<file path="src/rtl/multicycle_adder_if.sv">
// Operand/result handshake bundle for the digit-serial add/subtract unit.
interface multicycle_adder_if #(
  parameter int unsigned WIDTH = 16
);
  logic             in_valid;
  logic             in_ready;
  logic [WIDTH-1:0] A;
  logic [WIDTH-1:0] B;
  logic             C_in;
  logic             sub;
  logic             out_valid;
  logic             out_ready;
  logic [WIDTH-1:0] sum;
  logic             C_out;
  logic             overflow;

  modport master (
    output in_valid, A, B, C_in, sub, out_ready,
    input  in_ready, out_valid, sum, C_out, overflow
  );

  modport slave (
    input  in_valid, A, B, C_in, sub, out_ready,
    output in_ready, out_valid, sum, C_out, overflow
  );
endinterface

</file>
<file path="src/rtl/multicycle_adder.sv">
// Digit-serial add/subtract: one CHUNK-bit digit per cycle, LSB first, carry held
// between digits; valid/ready on both sides, signed overflow and carry/borrow out.
module multicycle_adder #(
  parameter int unsigned WIDTH = 16,
  parameter int unsigned CHUNK = 4
) (
  input  logic               clk,
  input  logic               reset,
  multicycle_adder_if.slave  bus
);

  localparam int unsigned N   = WIDTH / CHUNK;
  localparam int unsigned CW  = (N > 1) ? $clog2(N) : 1;
  localparam int unsigned MSB = WIDTH - 1;

  typedef enum logic [1:0] {
    IDLE = 2'd0,
    RUN  = 2'd1,
    DONE = 2'd2
  } state_t;

  state_t r_state;
  state_t w_next;

  logic [WIDTH-1:0] r_a;
  logic [WIDTH-1:0] r_b;
  logic [WIDTH-1:0] r_sum;
  logic             r_carry;
  logic             r_sub;
  logic             r_cout;
  logic             r_ovf;
  logic [CW-1:0]    r_cnt;

  logic             w_accept;
  logic             w_last;
  int unsigned      w_base;
  logic [CHUNK-1:0] w_a_dig;
  logic [CHUNK-1:0] w_b_dig;
  logic [CHUNK-1:0] w_s_dig;
  logic             w_c_dig;

  assign w_last  = (r_cnt == CW'(N - 1));
  assign w_base  = 32'(r_cnt) * CHUNK;
  assign w_a_dig = r_a[w_base +: CHUNK];
  assign w_b_dig = r_b[w_base +: CHUNK];
  assign {w_c_dig, w_s_dig} = {1'b0, w_a_dig} + {1'b0, w_b_dig} + (CHUNK + 1)'(r_carry);

  // State register
  always_ff @(posedge clk) begin
    if (reset) r_state <= IDLE;
    else       r_state <= w_next;
  end

  // Next-state and handshake decode
  always_comb begin
    w_next   = r_state;
    w_accept = 1'b0;
    case (r_state)
      IDLE: begin
        if (bus.in_valid) begin
          w_accept = 1'b1;
          w_next   = RUN;
        end
      end
      RUN: begin
        if (w_last) w_next = DONE;
      end
      DONE: begin
        if (bus.out_ready) w_next = IDLE;
      end
      default: w_next = IDLE;
    endcase
  end

  // Operand capture and per-digit accumulation; flags are settled on the last digit
  always_ff @(posedge clk) begin
    if (reset) begin
      r_a     <= '0;
      r_b     <= '0;
      r_sum   <= '0;
      r_carry <= 1'b0;
      r_sub   <= 1'b0;
      r_cout  <= 1'b0;
      r_ovf   <= 1'b0;
      r_cnt   <= '0;
    end else begin
      case (r_state)
        IDLE: begin
          if (w_accept) begin
            r_a     <= bus.A;
            r_b     <= bus.sub ? ~bus.B : bus.B;
            r_carry <= bus.C_in ^ bus.sub;
            r_sub   <= bus.sub;
            r_cnt   <= '0;
          end
        end
        RUN: begin
          r_sum[w_base +: CHUNK] <= w_s_dig;
          r_carry                <= w_c_dig;
          r_cnt                  <= r_cnt + CW'(1);
          if (w_last) begin
            r_cout <= w_c_dig ^ r_sub;
            r_ovf  <= (r_a[MSB] == r_b[MSB]) && (w_s_dig[CHUNK-1] != r_a[MSB]);
          end
        end
        default: ;
      endcase
    end
  end

  assign bus.in_ready  = (r_state == IDLE) && !reset;
  assign bus.out_valid = (r_state == DONE);
  assign bus.sum       = r_sum;
  assign bus.C_out     = r_cout;
  assign bus.overflow  = r_ovf;

endmodule

</file>
<file path="src/flat_wrapper.sv">
// flat-port wrapper written by rule: the top's interface ports become plain ports
module multicycle_adder_flat 
#(
  parameter int unsigned WIDTH = 16,
  parameter int unsigned CHUNK = 4
)
  (clk, reset, bus_in_valid, bus_A, bus_B, bus_C_in, bus_sub, bus_out_ready, bus_in_ready, bus_out_valid, bus_sum, bus_C_out, bus_overflow);
  multicycle_adder_if #(.WIDTH(WIDTH)) bus_i ();
  input  logic clk;
  input  logic reset;
  input wire logic [$bits(bus_i.in_valid)-1:0] bus_in_valid;
  input wire logic [$bits(bus_i.A)-1:0] bus_A;
  input wire logic [$bits(bus_i.B)-1:0] bus_B;
  input wire logic [$bits(bus_i.C_in)-1:0] bus_C_in;
  input wire logic [$bits(bus_i.sub)-1:0] bus_sub;
  input wire logic [$bits(bus_i.out_ready)-1:0] bus_out_ready;
  output wire logic [$bits(bus_i.in_ready)-1:0] bus_in_ready;
  output wire logic [$bits(bus_i.out_valid)-1:0] bus_out_valid;
  output wire logic [$bits(bus_i.sum)-1:0] bus_sum;
  output wire logic [$bits(bus_i.C_out)-1:0] bus_C_out;
  output wire logic [$bits(bus_i.overflow)-1:0] bus_overflow;
  assign bus_i.in_valid = bus_in_valid;
  assign bus_i.A = bus_A;
  assign bus_i.B = bus_B;
  assign bus_i.C_in = bus_C_in;
  assign bus_i.sub = bus_sub;
  assign bus_i.out_ready = bus_out_ready;
  assign bus_in_ready = bus_i.in_ready;
  assign bus_out_valid = bus_i.out_valid;
  assign bus_sum = bus_i.sum;
  assign bus_C_out = bus_i.C_out;
  assign bus_overflow = bus_i.overflow;
  multicycle_adder #(.WIDTH(WIDTH), .CHUNK(CHUNK)) u_core (.clk(clk), .reset(reset), .bus(bus_i));
endmodule
</file>
<file path="config.mk">
export PLATFORM = sky130hd
export DESIGN_NAME = multicycle_adder_flat
export DESIGN_NICKNAME = d
export VERILOG_FILES = /design/src/rtl/multicycle_adder_if.sv /design/src/rtl/multicycle_adder.sv /design/src/flat_wrapper.sv
export SDC_FILE = /design/constraint.sdc
export NUM_CORES = 1
export LEC_CHECK = 0
export CORE_UTILIZATION = 50
export DETAILED_ROUTE_END_ITERATION = 10
export PLACE_DENSITY = 0.79
export SETUP_SLACK_MARGIN = 0.15
export SLEW_MARGIN = 20
export SYNTH_ARGS = -nofsm -noshare
export SYNTH_HDL_FRONTEND = slang
export SYNTH_SLANG_ARGS = --single-unit
</file>
<file path="constraint.sdc">
create_clock -name clk -period 3.8 [get_ports clk]
set_input_delay 0.57 -clock clk [delete_from_list [all_inputs] [get_ports clk]]
set_output_delay 0.57 -clock clk [all_outputs]
set_load 0.005 [all_outputs]
</file>
[Word-level counts from Yosys, hierarchy flattened]
Cells that the tools add are included.
W data, S select, Z words.
Word-level totals
  output and inout bits: 20
  bits of input ports: 38
  flip-flop bits (word level): 56
Operators by class
  equality and inequality tests: 9
  shift operators: 4
  $add $sub $neg: 4
  reduce and logical (&&, ||, !) cells: 9
  bitwise operators: 3
  mux-type cells: 12
Operators with widths (number)
  $neg A4 Y34: 1
  $shift A4 B34 Y16 const A: 1
  $shiftx A4 B34 Y16: 1
  $shiftx A16 B5 Y4: 2
  $bwmux W16: 1
  $mux W16: 1
  $not A16 Y16: 1
  $mux W2: 4
  $pmux W2 S3: 1
  $reduce_and A2 Y1: 3
  $add A4 B4 Y5: 1
  $add A5 B1 Y5: 1
  $eq A2 B2 Y1 const B: 2
  $ne A2 B1 Y1 const B: 2
  $ne A2 B2 Y1 const B: 2
  $pmux W2 S2: 1
  $mux W1: 3
  $reduce_and A3 Y1: 1
  $add A2 B1 Y2 const B: 1
  $eq A2 B1 Y1 const B: 1
  $logic_and A1 B1 Y1: 2
  $logic_not A2 Y1: 1
  $pmux W1 S2: 1
  $reduce_bool A2 Y1: 1
  other kinds (4): 5

[Longest topological paths before layout]
  word-level depth: 5
  gate-level depth with buffers: 8
  gate-level depth less buffers: 7

[Worst setup path after synthesis]
No wires, ideal clock.
  kind: flip-flop to flip-flop
  start: reg u_core.r_cnt[0]
  end: reg u_core.r_cout (netlist: u_core.bus.C_out)
  clock period less this slack: 2821 ps
  setup slack: 979 ps
  data arrival time: 2734 ps
  buffers on the path: 1
  cell stages (with the launch flop): 9
  data required time: 3713 ps
  path through: dfxtp_1 -> buf_2 -> mux4_2 -> fa_1 -> fa_1 -> a21o_1 -> a21o_1 -> xnor2_1 -> o31ai_1
Between the ends
  word-level cells in the longest chain between the ends: 4
  elaborated cells between the ends (all ways): 7
  those cells by class: add/sub (2); eq/ne (1); shift (2); bitwise (1); reduce/logical (1)
RTL lines
  from (decl): RTL line multicycle_adder.sv:32  | logic [CW-1:0] r_cnt;
  from (signal assigned): RTL line multicycle_adder.sv:100  | r_cnt <= r_cnt + CW'(1);
  $shiftx A16 B5 Y4 (on tied branches): RTL line multicycle_adder.sv:44, multicycle_adder.sv:45
  $add A4 B4 Y5: RTL line multicycle_adder.sv:46  | assign {w_c_dig, w_s_dig} = {1'b0, w_a_dig} + {1'b0, w_b_dig} + (CHUNK + 1)'(r_carry);
  $add A5 B1 Y5: RTL line multicycle_adder.sv:46
  $xor A1 B1 Y1: RTL line multicycle_adder.sv:102  | r_cout <= w_c_dig ^ r_sub;
  to (signal assigned): RTL line multicycle_adder.sv:102
  to (decl): RTL line multicycle_adder.sv:30  | logic r_cout;
Parallel ways exist; a longest one is shown, timed or not.
A chain may end at the register's enable or synchronous reset.

[Final worst setup path]
Ends and elaborated chain as after synthesis.

==> qor.yml <==
outcome: "completed"
grt_pass1_wl_um: 9252
swShare: 0.2732
ys_warn_count: 0
power.density_nw_per_um2: 356.7
whs_ps: 463.2
slowest_delay_ps: 590
worst_pin_slew_ps: 939.3
syn_area_sq_um: 2634
arrival_ps: 3080
critPathLaunchType: "register"
drive_gt1_frac: 0.07808
dr.pass1.iters: 4
power.share.clock: 0.278
root_buffer: "clkbuf_8"
core_sq_um: 5075
cp_cell_sequence: "mux4_2 -> fa_1 -> fa_1 -> a21o_1 -> a21o_1 -> xnor2_1 -> o31ai_1"
fin_skew_ps: 6.287
grt_util_all_layers: 0.2209
synthArstFlopShare: 0
synth_fp_nets: 334
crit_path_top_delay_cell: "dfxtp_1"
cts_tree: "built"
synth_seq_cells: 56
ys_seq_area_frac: 0.4257
ios: 58
grt_max_degree: 58
clk_latency_ps: 310
routed_wl_um: 5632
initial_core_util: 0.5190
area_growth_pct: 25.51
cts_sinks: 56
cts-hold-fix-buffers: 0
n_antenna_cell: 0
cts_buffers: 5
route.detailed.drc: 0
post-place-ws_ps: 976.9
cp.required_ps: 4020
grt_pass1_vias: 1998
via_per_inst: 5.375
dieArea_sq_um: 5561
ctsResizeCount: 0
antenna_found_initial: 0
cts.clk_slew.worst_paths_ps: 100
die_w_um: 74.58
setup_tns_ps: 0
hold_class: "reg2reg"
synth_cell_type_count: 41
avgSynthCellArea_sq_um: 9.241
combPwrFrac: 0.178
seq_power_share: 0.544
rows: 26
slew_viol_final: 0
drt-wirelength-per-cell_um: 13.98
gp_congestion: 0.8021
slew_headroom: 0.3719
leakagePower_uw: 0.001193
finalCritPeriodShare: 0.7526
hold_viol_final: 0
place_hpwl_um: 4169
grt_overflow: 0
final_nets: 381
via_count: 2166
cts_setup_buffers: 0
die_h_um: 74.58
p_int_uw: 857.0
drv_cap: 0
rsz0062_at_grt: "no"
synth-edff-count: 0
layout_min_cycle_time_ps: 2860
cts_buffer_depth: 2
synth_cells: 285
p_switching_uw: 322.2
setup_viol: 0
synth_ff_type: "dfxtp_1"
end_kind: "register"
setup_slack_ps: 940.0
cp_max_fo: 7
drtIter0Drc: 109
crit_type: "reg2reg"
max_freq_mhz: 349.6
vdd_drop_max_mv: 0.1696
port_buffers: 57
htree_levels: 2
ant_nets: 0
final timing paths:
path	start	end	slack, ps	cells after the start
max	u_core.r_cnt[0]$_SDFFE_PP0P_	u_core.bus.C_out$_SDFFE_PP0P_	940	7
min	u_core.r_a[11]$_SDFFE_PP0P_	u_core.r_a[11]$_SDFFE_PP0P_	460	2
max reg2reg	u_core.r_cnt[0]$_SDFFE_PP0P_	u_core.bus.C_out$_SDFFE_PP0P_	940	7
min reg2reg	u_core.r_a[11]$_SDFFE_PP0P_	u_core.r_a[11]$_SDFFE_PP0P_	460	2
critical path: cells and delay by family (launching register included):
| kind | cells | cell delay (ps) |
|---|---|---|
| AOI/OAI and AO/OA | 3 | 580 |
| xor gates and xnor gates | 1 | 130 |
| adders and majority gates | 2 | 880 |
| DFF | 1 | 590 |
| muxes | 1 | 580 |
layout by cell type (no fill, tap or decap), types with 2 or more instances in the layout:
master,netlist,layout
a211oi_1,16,16
a21o_1,2,2
a21oi_1,25,25
a22oi_1,12,12
and3b_1,2,2
buf_4,1,3
clkbuf_8,0,5
clkdlybuf4s50_1,0,56
dfxtp_1,56,56
fa_1,2,2
ha_1,9,9
inv_1,5,5
mux4_2,8,8
nand2_1,49,49
nand2b_1,3,3
nor2_1,30,29
nor3_1,2,2
nor4_2,2,2
o21ai_0,2,2
or3b_1,4,4
xnor2_1,18,18
cells in the mapped netlist, drive strengths merged (2+ instances only):
library cell,n,area share
dfxtp,56,0.43
nand2,49,0.070
nor2,30,0.043
a21oi,26,0.051
xnor2,18,0.060
a211oi,16,0.046
a22oi,12,0.034
buf,11,0.024
clkbuf,9,0.013
ha,9,0.043
mux4,8,0.068
inv,5,0.0071
nand2b,4,0.012
or3b,4,0.013
a21o,2,0.0057
and3b,2,0.0067
fa,2,0.015
nor3,2,0.0038
nor4,2,0.0095
o21ai,2,0.0038
state kept, by name, indices dropped and copies added, names as in the netlist:
| signal | count |
|---|---|
| u_core.r_carry | 1 |
| u_core.r_cnt | 2 |
| u_core.r_state | 2 |
| u_core.bus.sum | 16 |
| u_core.r_b | 16 |
| u_core.r_a | 16 |
| u_core.r_sub | 1 |
| u_core.bus.overflow | 1 |
| u_core.bus.C_out | 1 |
cells by family after synthesis:
| logic type | Yosys count | share of synthesized area |
|---|---|---|
| fa+ha+maj | 11 | 0.05796 |
| buf+inv | 25 | 0.04371 |
| xor+xnor | 19 | 0.06318 |
| mux | 9 | 0.07221 |
| simple gates | 101 | 0.1805 |
| compound gates | 64 | 0.1568 |
| flops | 56 | 0.4257 |
routing by layer:
metal / wire, um / vias to the layer above / GRT usage
met2: 2774 / 72 / 0.3734
met5: 0 / - / 0
met3: 241 / 18 / 0.04878
met4: 195 / 0 / 0.1132
met1: 2421 / 995 / 0.2635
li1: - / 1081 / -
through the flow:
step	instances	area, sq um	power [uW]	util
6_report	403	3306	1179	0.6514
3_3_place_gp	395	3216	858.9	0.6336
5_1_grt	403	3306	1237	0.6514
3_5_place_dp	395	3216	864.9	0.6336
2_1_floorplan	285	2634	784.2	-
4_1_cts	403	3306	1187	0.6514
power groups by stage:
stage          clock network (uW)  registers, uW  logic, uW
3_5_place_dp                    0            655        210
4_1_cts                       334            642        211
2_1_floorplan                   0            643        141
3_3_place_gp                    0            654        205
5_1_grt                       358            646        233
6_report                      327            642        210
area by class of cell:
class,count,area (sq um)
multi-input combinational,204,1400
clock inverter,3,21.27
sequential,56,1121
timing repair buffer,60,588.1
clock buffer,5,68.82
inverter,5,18.77
fill,449,1769
tap,70,87.58
(Power assumes the default switching activity.)
